<file path="config.mk">
export PLATFORM = sky130hd
export DESIGN_NAME = vga_fb_arbiter
export DESIGN_NICKNAME = d
export VERILOG_FILES = /design/src/rtl/vga_fb_arbiter.sv
export SDC_FILE = /design/constraint.sdc
export NUM_CORES = 1
export LEC_CHECK = 0
export ABC_CLOCK_PERIOD_IN_PS = 3400
export CAP_MARGIN = 20
export CELL_PAD_IN_SITES_DETAIL_PLACEMENT = 1
export CELL_PAD_IN_SITES_GLOBAL_PLACEMENT = 1
export CORE_ASPECT_RATIO = 2
export CORE_MARGIN = 2
export CORE_UTILIZATION = 50
export CTS_BUF_LIST = sky130_fd_sc_hd__clkbuf_4 sky130_fd_sc_hd__clkbuf_8
export DETAILED_ROUTE_END_ITERATION = 8
export PLACE_DENSITY_LB_ADDON = 0.1
export SYNTH_ARGS = -nofsm -noshare
export SYNTH_HDL_FRONTEND = slang
export SYNTH_SLANG_ARGS = --single-unit
</file>
<file path="constraint.sdc">
create_clock -name clk -period 3.4 [get_ports clk]
set_input_delay 0.34 -clock clk [delete_from_list [all_inputs] [get_ports clk]]
set_output_delay 0.34 -clock clk [all_outputs]
set_load 0.02 [all_outputs]
</file>
<file path="src/rtl/vga_fb_arbiter.sv">
// vga_fb_arbiter: shares the single-port framebuffer RAM between
// raster-order display prefetch (show-ahead FIFO) and CPU accesses.
module vga_fb_arbiter #(
   parameter int ADDR_W     = 19,
   parameter int DATA_W     = 16,
   parameter int FIFO_DEPTH = 16,
   parameter int LOW_WATER  = 4,
   parameter int FB_WORDS   = 307200
) (
   input  logic              clk,
   input  logic              rst_n,
   input  logic              frame_start,
   input  logic              pix_rd,
   output logic [DATA_W-1:0] pix_data,
   output logic              pix_valid,
   output logic              underflow,
   input  logic              cpu_req,
   input  logic              cpu_we,
   input  logic [ADDR_W-1:0] cpu_addr,
   input  logic [DATA_W-1:0] cpu_wdata,
   output logic              cpu_ack,
   output logic [DATA_W-1:0] cpu_rdata,
   output logic              mem_en,
   output logic              mem_we,
   output logic [ADDR_W-1:0] mem_addr,
   output logic [DATA_W-1:0] mem_wdata,
   input  logic [DATA_W-1:0] mem_rdata
);

   localparam int PTR_W  = $clog2(FIFO_DEPTH);
   localparam int CNT_W  = PTR_W + 1;
   localparam int LVL_W  = CNT_W + 1;
   localparam int FCNT_W = $clog2(FB_WORDS + 1);

   localparam logic [LVL_W-1:0]  LW_L    = LVL_W'(LOW_WATER);
   localparam logic [LVL_W-1:0]  FULL_L  = LVL_W'(FIFO_DEPTH);
   localparam logic [ADDR_W-1:0] FB_LAST = ADDR_W'(FB_WORDS - 1);
   localparam logic [FCNT_W-1:0] FB_CNT  = FCNT_W'(FB_WORDS);

   typedef enum logic [1:0] {IDLE, FETCH, DONE} state_t;

   state_t              state;
   logic [ADDR_W-1:0]   disp_addr;
   logic [FCNT_W-1:0]   issued;
   logic [DATA_W-1:0]   fifo_mem [FIFO_DEPTH];
   logic [PTR_W-1:0]    wr_ptr;
   logic [PTR_W-1:0]    rd_ptr;
   logic [CNT_W-1:0]    count;

   // pipeline tags: d* display read, c* cpu access, r* cpu read
   logic d1, d2, c1, c2, r1, r2;

   logic [LVL_W-1:0] level;
   logic fetching, urgent, cpu_busy;
   logic grant_cpu, grant_disp, push, pop;

   always_comb begin
      level = LVL_W'(count) + LVL_W'(d1) + LVL_W'(d2);
      fetching = (state == FETCH) && !frame_start;
      urgent = fetching && (level <= LW_L);
      // ack cycle still counts as busy so a held request waits one more
      cpu_busy = c1 || c2 || cpu_ack;
      grant_cpu = cpu_req && !cpu_busy && !urgent;
      grant_disp = fetching && !grant_cpu && (level < FULL_L);
      push = d2 && !frame_start;
      pop = pix_rd && (count != '0) && !frame_start;
   end

   assign pix_valid = (count != '0);
   assign pix_data  = pix_valid ? fifo_mem[rd_ptr] : '0;

   always_ff @(posedge clk) begin
      if (push)
         fifo_mem[wr_ptr] <= mem_rdata;
   end

   always_ff @(posedge clk) begin
      if (!rst_n) begin
         state     <= IDLE;
         disp_addr <= '0;
         issued    <= '0;
         wr_ptr    <= '0;
         rd_ptr    <= '0;
         count     <= '0;
         d1        <= 1'b0;
         d2        <= 1'b0;
         c1        <= 1'b0;
         c2        <= 1'b0;
         r1        <= 1'b0;
         r2        <= 1'b0;
         mem_en    <= 1'b0;
         mem_we    <= 1'b0;
         mem_addr  <= '0;
         mem_wdata <= '0;
         cpu_ack   <= 1'b0;
         cpu_rdata <= '0;
         underflow <= 1'b0;
      end else begin
         unique case (state)
            IDLE, DONE: begin
               if (frame_start)
                  state <= FETCH;
            end
            FETCH: begin
               if (grant_disp && (issued + 1'b1 == FB_CNT))
                  state <= DONE;
            end
            default: state <= IDLE;
         endcase

         if (frame_start) begin
            disp_addr <= '0;
            issued    <= '0;
         end else if (grant_disp) begin
            issued    <= issued + 1'b1;
            disp_addr <= (disp_addr == FB_LAST) ? '0 : disp_addr + 1'b1;
         end

         mem_en    <= grant_cpu || grant_disp;
         mem_we    <= grant_cpu && cpu_we;
         mem_addr  <= grant_cpu ? cpu_addr : disp_addr;
         mem_wdata <= grant_cpu ? cpu_wdata : '0;

         // in-flight display data is dropped when a new frame starts
         d1 <= grant_disp;
         d2 <= d1 && !frame_start;
         c1 <= grant_cpu;
         c2 <= c1;
         r1 <= grant_cpu && !cpu_we;
         r2 <= r1;
         cpu_ack <= c2;
         if (c2 && r2)
            cpu_rdata <= mem_rdata;

         if (frame_start) begin
            wr_ptr <= '0;
            rd_ptr <= '0;
            count  <= '0;
         end else begin
            if (push)
               wr_ptr <= wr_ptr + 1'b1;
            if (pop)
               rd_ptr <= rd_ptr + 1'b1;
            if (push && !pop)
               count <= count + 1'b1;
            else if (pop && !push)
               count <= count - 1'b1;
         end

         if (frame_start)
            underflow <= 1'b0;
         else if (pix_rd && (count == '0))
            underflow <= 1'b1;
      end
   end

endmodule

</file>
* Yosys cells after proc, flatten, opt, wreduce, memory -nomap -nowiden
Memories as Yosys holds them, arrays and structs flattened. A register that Yosys moved wholly into a read port is not among the register bits. Cells that the tools add are included.
Storage, ports and cells: bits in registers 114, memories kept 1, output and inout port bits 72, RAM bits 256, input port bits 57, latch bits 0, memory bits (read-only) 0, word-level logic and storage cells 84
Memory list:
- fifo_mem | words 16, bits a word 16, rd ports 1, clocked after memory_dff 1, wr ports 1, line 45 | logic [DATA_W-1:0] fifo_mem [FIFO_DEPTH];
Operators by class: add/sub/neg operators 8, divide/modulo/power cells 0, muxes and demuxes 12, shift-type cells 0, multipliers 0, bitwise logic cells 1, $lt $le $gt $ge 2, reductions and logical operators 35, equal/unequal tests 6
Operators by type and width (number):
- $add 19x1->19 const B | 2
- $eq 19x19->1 const B | 2
- $mux 19 | 2
- $logic_and 1x1->1 | 17
- $mux 16 | 1
- $mux 5 | 2
- $add 4x1->4 const B | 2
- $mux 4 | 2
- $logic_not 1->1 | 7
- $add 5x1->6 | 1
- $add 6x1->6 | 1
- $le 6x3->1 const B | 1
- $lt 6x5->1 const B | 1
- $add 5x1->5 const B | 1
- $logic_not 5->1 | 1
- $reduce_bool 5->1 | 1
- $sub 5x1->5 const B | 1
- $mux 2 | 2
- $pmux 2 s2 | 1
- $reduce_and 2->1 | 2
- $reduce_or 2->1 | 2
- $logic_or 1x1->1 | 3
- $eq 2x1->1 const B | 1
- $eq 2x2->1 const B | 1
- 6 further kinds | 7

* Longest topological paths before layout
Gate-level depths: netlist of the first run.
depth in word-level cells 12, depth in mapped cells 13, gate-level depth less buffers 13

* Worst setup path after synthesis of the first run
No wires, ideal clock.
path type register to register, start reg count[0], end reg count[4], setup time 71 ps, path slack 589 ps, stages on the path, launching flop included 13, data arrival time 2739 ps, buffers on the path 0, data required time 3329 ps, clock period less this slack 2811 ps, cell sequence dfxtp_1 > or4_1 > o21ai_1 > nor2_1 > inv_1 > ha_1 > inv_1 > fa_1 > a21o_1 > a21oi_1 > xnor2_1 > or3_1 > a21oi_1
On the way: cells in the longest elaborated chain, start to end 6, elaborated cells on any way between the ends 11, classes of those cells 2 x add/sub; 2 x mux; 7 x reduce/logical
Ends and longest elaborated chain:
- start, declared | line 48 | logic [CNT_W-1:0] count;
- start signal, assigned | line 145 | count <= count + 1'b1;
- start signal, assigned | line 147 | count <= count - 1'b1;
- parallel branches: the longest is 6 deep, another holds $sub 5x1->5
Parallel ways; which one is timed is not known. The select of a mux whose other input is x is not followed. A chain may end at the register's enable or synchronous reset.

==> key figures, run 1 <==
Drt
  – DRT iter0 DRCs: 526
  – Routed Antenna Nets: 0
  – First-pass detailed-route iteration total: 5
  – Post-DR vias/cell: 5.65
  – Remaining DRCs: 0
  – Detailed-route wire length: approximately 35 mm
  – Avg WL per Cell: approximately 23 um
  – Vias: 8674

Synthesis
  – Commonest register cell after synthesis: edfxtp_1
  – Net count after synthesis: a little over 1000
  – Post-synth EDFFs: roughly 260
  – Netlist cell types: between 40 and 50
  – Average size of a mapped cell: between 15 and 20 sq um
  – Post-synth ARST share: 0%
  – Post-Syn Area: roughly 15000 sq um
  – Seq/Total Area, Yosys: 68.1%
  – Synthesized flop and latch total: between 300 and 400
  – Post-Syn Instances: between 900 and 1000
  – Total number of yosys warnings: 0

Setup path
  – Worst path bufs/invs: 3
  – Crit path capture type: output pin
  – WP depth: 6
  – WP data arrival: about 3.0 ns
  – CP max FO: 17
  – CP startpoint kind: flip-flop
  – CP max-delay cell: mux4_2
  – CP cell instances: buf_4 -> clkbuf_16 -> mux4_2 -> mux4_2 -> nor2b_1 -> dlygate4sd2_1
  – Cell family with most CP delay: multiplexers
  – Crit path top cell by count: mux4_2
  – WS Path Type: reg2out
  – Worst path max stage delay: roughly 0.54 ns
  – FF-to-FF path depth: 12
  – Worst endpoint required time: roughly 3 ns

Clock tree
  – Hold-fix buffers, CTS: 0
  – Sink Count: between 300 and 400
  – CTS Buf Count: 51
  – Clock latency on the worst-skew pair: roughly 0.61 ns
  – Root Buffer: clkbuf_8
  – Maximum level of the CTS H-tree: 2
  – CTS max path bufs: 3
  – Worst-path clk slew: about 0.070 ns
  – CTS tree: yes

STA
  – Rel. slew slack: 31.2%
  – Slew @ Worst Pin: approximately 1.0 ns
  – Final Skew: 0.0310 ns
  – Post-route minimum period: ~3.3 ns
  – Max Clock Freq: between 300 and 400 MHz
  – Endpoints failing hold: 0
  – RSZ-0062 raised after global routing: no
  – WHS: 0.300 ns
  – Period Utilization, post-route: 97.1%
  – Setup TNS: 0 ns
  – Max Slew Vio Count: 0
  – Setup Viol. Count Final: 0

Finish
  – Layout fillers: around 2700
  – Area delta synth->final: 21.1%
  – Final instance area: 17900 sq um
  – Share of layout cells above drive strength 1: roughly a fifth
  – NumNets Final: 1198

Global route
  – Largest net degree at the start of global routing: 65
  – Total track usage: between 20% and 30%
  – GR Overflow Total: 0
  – First-pass GRT wire length: 53.4 mm
  – Number of global-route vias before repair: about 9400
  – Initial antenna violation count: 1

Die
  – Site row count: 89
  – Io pins: 129
  – Die X: roughly 130 um
  – Die area: just over 30000 sq um
  – Die Ht: around 250 um
  – Standard cell core area: just under 30000 sq um
  – Starting density of the core: between 50 and 60%

Run status
  – Status: completed

Min path
  – Hold Crit Class: in2reg
  – Worst hold path cell count: 2

Flow run
  – Max cap viols: 0

Pwr
  – Max IR drop VDD: 0.000381 V
  – PnR Total Power: about 9100 uW
  – Leak: a little under 0.006 uW
  – Power per cell area: approximately 510 nW/um^2

Place
  – Gpl congestion: a little under 0.8
  – Port Buf Inserts: 128
  – Placed cell areas: between 15000 and 20000 sq um
  – Dpl hpwl: between 20 and 25 mm
## kinds of logic after synthesis
| logic type | after synthesis | synth area share (%) |
|---|---|---|
| adders and majority gates | 15 | 1.37 |
| and+or+nand+nor | 298 | 9.90 |
| muxes | 102 | 13.7 |
| buffers and inverters | 67 | 1.84 |
| DFF | 374 | 68.1 |
| xor gates and xnor gates | 51 | 3.03 |
| AOI/OAI and AO/OA | 50 | 2.03 |
## flip-flops by register name (all words and copies together) (netlist names), 5 cells and up, named ones only
register,cells
fifo_mem,256
disp_addr,19
issued,19
mem_addr,19
cpu_rdata,16
mem_wdata,16
count,5
## worst register-to-register path: cells and delay by family, from the launching register on
kind / cells / cell delay, ns
AO/OA/AOI/OAI: 4 / 0.77
buffers and inverters: 2 / 0.18
XOR/XNOR: 1 / 0.10
flip-flops: 1 / 0.39
AND/OR/NAND/NOR: 3 / 1.01
adder cells (fa/ha/maj): 2 / 0.60
## cells in the mapped netlist (9+ instances only)
| library cell | count | share of area, % |
|---|---|---|
| o21ai_0 | 9 | 0.31 |
| mux4_2 | 80 | 12 |
| edfxtp_1 | 256 | 52 |
| xor2_1 | 11 | 0.65 |
| inv_1 | 17 | 0.43 |
| nand2_1 | 65 | 1.7 |
| clkbuf_1 | 29 | 0.74 |
| nor2b_1 | 16 | 0.68 |
| nor2_1 | 98 | 2.5 |
| nor3_1 | 23 | 0.78 |
| and2_1 | 21 | 0.89 |
| buf_2 | 16 | 0.54 |
| dfxtp_1 | 118 | 16 |
| a21oi_1 | 26 | 0.88 |
| mux2i_1 | 22 | 1.5 |
| ha_1 | 13 | 1.1 |
| nand4_1 | 9 | 0.38 |
| xnor2_1 | 40 | 2.4 |
| nand3_1 | 11 | 0.37 |
| nor4_1 | 19 | 0.81 |
## repair_timing
item                                    4_1_cts  5_1_grt
buffers inserted                              0        2
gates resized for setup                       8        3
endpoints found under the setup margin        9       10
gates cloned                                  0        2
## cell usage in the layout (no fill, tap or decap), types with 9 or more instances in the layout
cell type          n
mux4_2            80
o21ai_0            9
clkbuf_8          54
ha_1              13
xnor2_1           40
nand3_1           11
clkbuf_4          13
nand2_1           65
clkdlybuf4s50_1  120
nor2b_1           16
a21oi_1           26
buf_4             32
nand4_1            9
nor3_1            19
nor4_1            19
inv_1             17
edfxtp_1         256
xor2_1            11
nor2_1            97
and2_1            21
clkinv_1          13
dfxtp_1          116
mux2i_1           22
## report_power, final
group          internal [uW]  total (uW)  switching [uW]  leakage, uW
combinational            145         320             176      0.00204
sequential              4880        4890            12.2      0.00326
clock                   2170        3870            1700     0.000607
## per-stage QoR
step	util [%]	worst slack, ns	cells
4_1_cts	60.7	-0.0395	1529
3_5_place_dp	56.8	0.215	1433
3_3_place_gp	56.8	0.396	1433
5_1_grt	61.0	0.00405	1534
6_report	61.0	0.0988	1534
2_1_floorplan	-	0.589	957
## cell type report
class	instances	area, sq um	share of cell area, %
Sequential cell	374	10100	56.3
Multi-Input combinational cell	516	4470	25.0
Timing Repair Buffer	166	1660	9.29
Clock buffer	67	841	4.71
Tap cell	364	455	2.55
Clock inverter	29	319	1.79
Inverter	17	63.8	0.357
Antenna cell	1	2.50	0.0140
## routing by layer
metal  share of wire [%]  vias up  routed length [um]  global-route usage [%]
met5                   0        -                   0                       0
met4                 3.2        0                1110                    8.76
met3                 6.0       86                2080                    4.87
li1                    -     3932                   -                       -
met1                  40     4369               14000                    28.3
met2                  51      287               17700                    38.3
## worst paths after layout
path	startpoint	endpoint	slack, ns
max	flip-flop	pix_data[0]	0.1
min	cpu_wdata[7]	mem_wdata[7]	0.30
max reg2reg	count[1]	count[4]	0.25
min reg2reg	cpu_rdata[13]	cpu_rdata[13]	0.46
Power figures use the tool's default switching activity.
==> run 2: changes to the inputs <==
Settings changed: ABC_CLOCK_PERIOD_IN_PS 3400 to 3350, CORE_MARGIN 2 to 5.
Clock period 3.4 ns to 3.35 ns, I/O delays scaled along.
==> run 2 against run 1 <==
Compared with the run above: clock power is 8.8% lower; highest routed layer unchanged; count of clock-buffer cells in the layout unchanged; sequential power increased by 1%; non-clock buffer count grew 7; register-to-register slack got worse by 0.03 ns; first-iteration DRC count is 7.2% higher; die area rose by 7.3%; power fell by 2.8%; combinational power grew 2%.
==> key figures, run 2 (synthesized netlist as in run 1, its figures left out) <==
Setup path
  – Crit path capture type: output pin (unchanged)
  – CP max-delay cell: mux4_2 (unchanged)
  – CP startpoint kind: flip-flop (unchanged)
  – CP cell instances: buf_12 -> bufbuf_16 -> mux4_2 -> mux4_2 -> nor2b_1 -> clkdlybuf4s15_1 (was buf_4 -> clkbuf_16 -> mux4_2 -> mux4_2 -> nor2b_1 -> dlygate4sd2_1)
  – Worst path max stage delay: 0.50 ns (was 0.54 ns)
  – Worst endpoint required time: 3.01 ns (was 3.06 ns)
  – Crit path top cell by count: mux4_2 (unchanged)
  – CP max FO: 10 (was 17)
  – WP data arrival: 2.88 ns (was 2.96 ns)
  – WS Path Type: reg2out (unchanged)

Pwr
  – Reg power frac: 56.3% (was 53.9%)
  – Max IR drop VDD: 0.000441 V (was 0.000381 V)
  – Power per cell area: 495 nW/um^2 (was 508 nW/um^2)
  – Clk pwr share: 40.0% (was 42.6%)
  – Net switching power: 1850 uW (was 1890 uW)
  – Switching share of total power: 21.0% (was 20.8%)
  – PnR Total Power: 8820 uW (was 9080 uW)
  – Comb pwr share: 3.7% (was 3.5%)
  – Cell Int Power: 6970 uW (was 7190 uW)
  – Leak: 0.00591 uW (was 0.00590 uW)

Clock tree
  – CTS Buf Count: 52 (was 51)
  – CTS max path bufs: 3 (unchanged)
  – Sink Count: 374 (unchanged)
  – Root Buffer: clkbuf_8 (unchanged)
  – CTS tree: yes (unchanged)
  – Worst-path clk slew: 0.07 ns (about the same)
  – Clock latency on the worst-skew pair: 0.59 ns (was 0.61 ns)
  – Maximum level of the CTS H-tree: 2 (unchanged)

Die
  – Die area: 33200 sq um (was 31000 sq um)
  – Die Ht: 253 um (was 247 um)
  – Io pins: 129 (unchanged)
  – Site row count: 89 (unchanged)
  – Die X: 131 um (was 125 um)
  – Starting density of the core: 50.4% (unchanged)
  – Standard cell core area: 29300 sq um (unchanged)

STA
  – Setup TNS: 0 ns (unchanged)
  – Max Slew Vio Count: 0 (unchanged)
  – Slew @ Worst Pin: 1.02 ns (was 1.03 ns)
  – Endpoints failing hold: 0 (unchanged)
  – Post-route minimum period: roughly 3.2 ns
  – Setup Viol. Count Final: 0 (unchanged)
  – Final Skew: 0.0203 ns (was 0.0310 ns)
  – Max Clock Freq: slightly above 300 MHz
  – Period Utilization, post-route: around 96%
  – RSZ-0062 raised after global routing: no (unchanged)
  – Rel. slew slack: 32.2% (was 31.2%)

Finish
  – Final non-filler cell total: 1541 (was 1534)
  – Area delta synth->final: 20.8% (was 21.1%)
  – Commonest non-fill, non-tap cell in the layout: edfxtp_1 (unchanged)
  – Largest register by flop count: fifo_mem (unchanged)
  – Largest register FFs: 256 (unchanged)
  – Final instance area: 17800 sq um (was 17900 sq um)
  – NumNets Final: 1206 (was 1198)
  – Share of layout cells above drive strength 1: 19.0% (was 18.8%)
  – Most frequent cells in the layout: edfxtp_1, dfxtp_1, clkdlybuf4s50_1 (was edfxtp_1, clkdlybuf4s50_1, dfxtp_1)

Min path
  – Hold Crit Class: in2reg (unchanged)

Drt
  – Detailed-route wire length: 35.2 mm (was 34.9 mm)
  – Vias: 8609 (was 8674)
  – First-pass detailed-route iteration total: 4 (was 5)
  – DRT iter0 DRCs: 564 (was 526)
  – Avg WL per Cell: 22.8 um (was 22.7 um)
  – Routed Antenna Nets: 0 (unchanged)
  – Remaining DRCs: 0 (unchanged)
  – Post-DR vias/cell: 5.59 (was 5.65)

Global route
  – GR Overflow Total: 0 (unchanged)
  – Total track usage: 21.4% (was 22.5%)
  – Number of global-route vias before repair: 9474 (was 9429)
  – Largest net degree at the start of global routing: 37 (was 65)
  – Initial antenna violation count: 1 (unchanged)
  – First-pass GRT wire length: 55.2 mm (was 53.4 mm)

Flow run
  – Max cap viols: 0 (unchanged)

Place
  – Dpl hpwl: 21.7 mm (was 20.4 mm)
  – Placed cell areas: 16700 sq um (was 16600 sq um)
  – Port Buf Inserts: 128 (unchanged)
  – Gpl congestion: 0.824 (was 0.781)
  – Placed instance count: 1435 (was 1433)

Run status
  – Status: completed (unchanged)
==> run 2: metrics by stage <==
step / utilization (%) / hold WS (ns) / worst slack, ns
3_3_place_gp: 56.9 / 0.420 / 0.356
5_1_grt: 60.8 / 0.275 / 0.00557
2_1_floorplan: - / 0.412 / 0.539
6_report: 60.8 / 0.306 / 0.139
3_5_place_dp: 56.9 / 0.425 / 0.250
4_1_cts: 60.8 / 0.260 / 0.00406
==> run 2: path summary, 6_finish.rpt <==
kind	startpoint	to	slack, ns	cells after the start
hold / removal	cpu_wdata[15]	mem_wdata[15]	0.31	2
setup reg to reg	count[1]	count[4]	0.22	12
hold reg to reg	r1	r2	0.44	1
setup / recovery	flip-flop	pix_data[0]	0.14	6
==> run 2: layout make-up <==
class	instances	area, sq um
clock inverters	29	209
flip-flops and latches	374	10100
inverters	17	63.8
diodes	1	2.50
well taps	364	455
fillers	2751	11500
clock buffers	67	835
multi-input cells	516	4460
repair buffers	173	1730
==> run 2: what timing repair did <==
action,in CTS,in global routing
buffers inserted,4,2
cloned,2,0
setup endpoints to repair,16,3
hold buffers,0,0
gates resized for setup,20,2
==> run 2: critical path: cells and delay by family, from the launching register on <==
kind / cells / cell delay, ns
buffers and inverters: 3 / 0.72
and+or+nand+nor: 1 / 0.17
DFF: 1 / 0.42
muxes: 2 / 0.99
==> run 2: per-layer routing <==
metal,track usage [%],vias to the layer above,part of all wire (%)
li1,-,3945,-
met3,3.82,49,4.8
met5,0,-,0
met4,6.47,0,2.5
met2,38.0,208,53
met1,26.8,4407,40
==> run 2: power groups by stage <==
| stage | clock network (uW) | logic [uW] | registers [uW] |
|---|---|---|---|
| floorplan | 0 | 102 | 5090 |
| finish | 3530 | 326 | 4960 |
| detailed placement | 0 | 327 | 5070 |
| global placement | 0 | 316 | 5060 |
| global route | 3860 | 351 | 4960 |
| CTS | 3640 | 330 | 4960 |
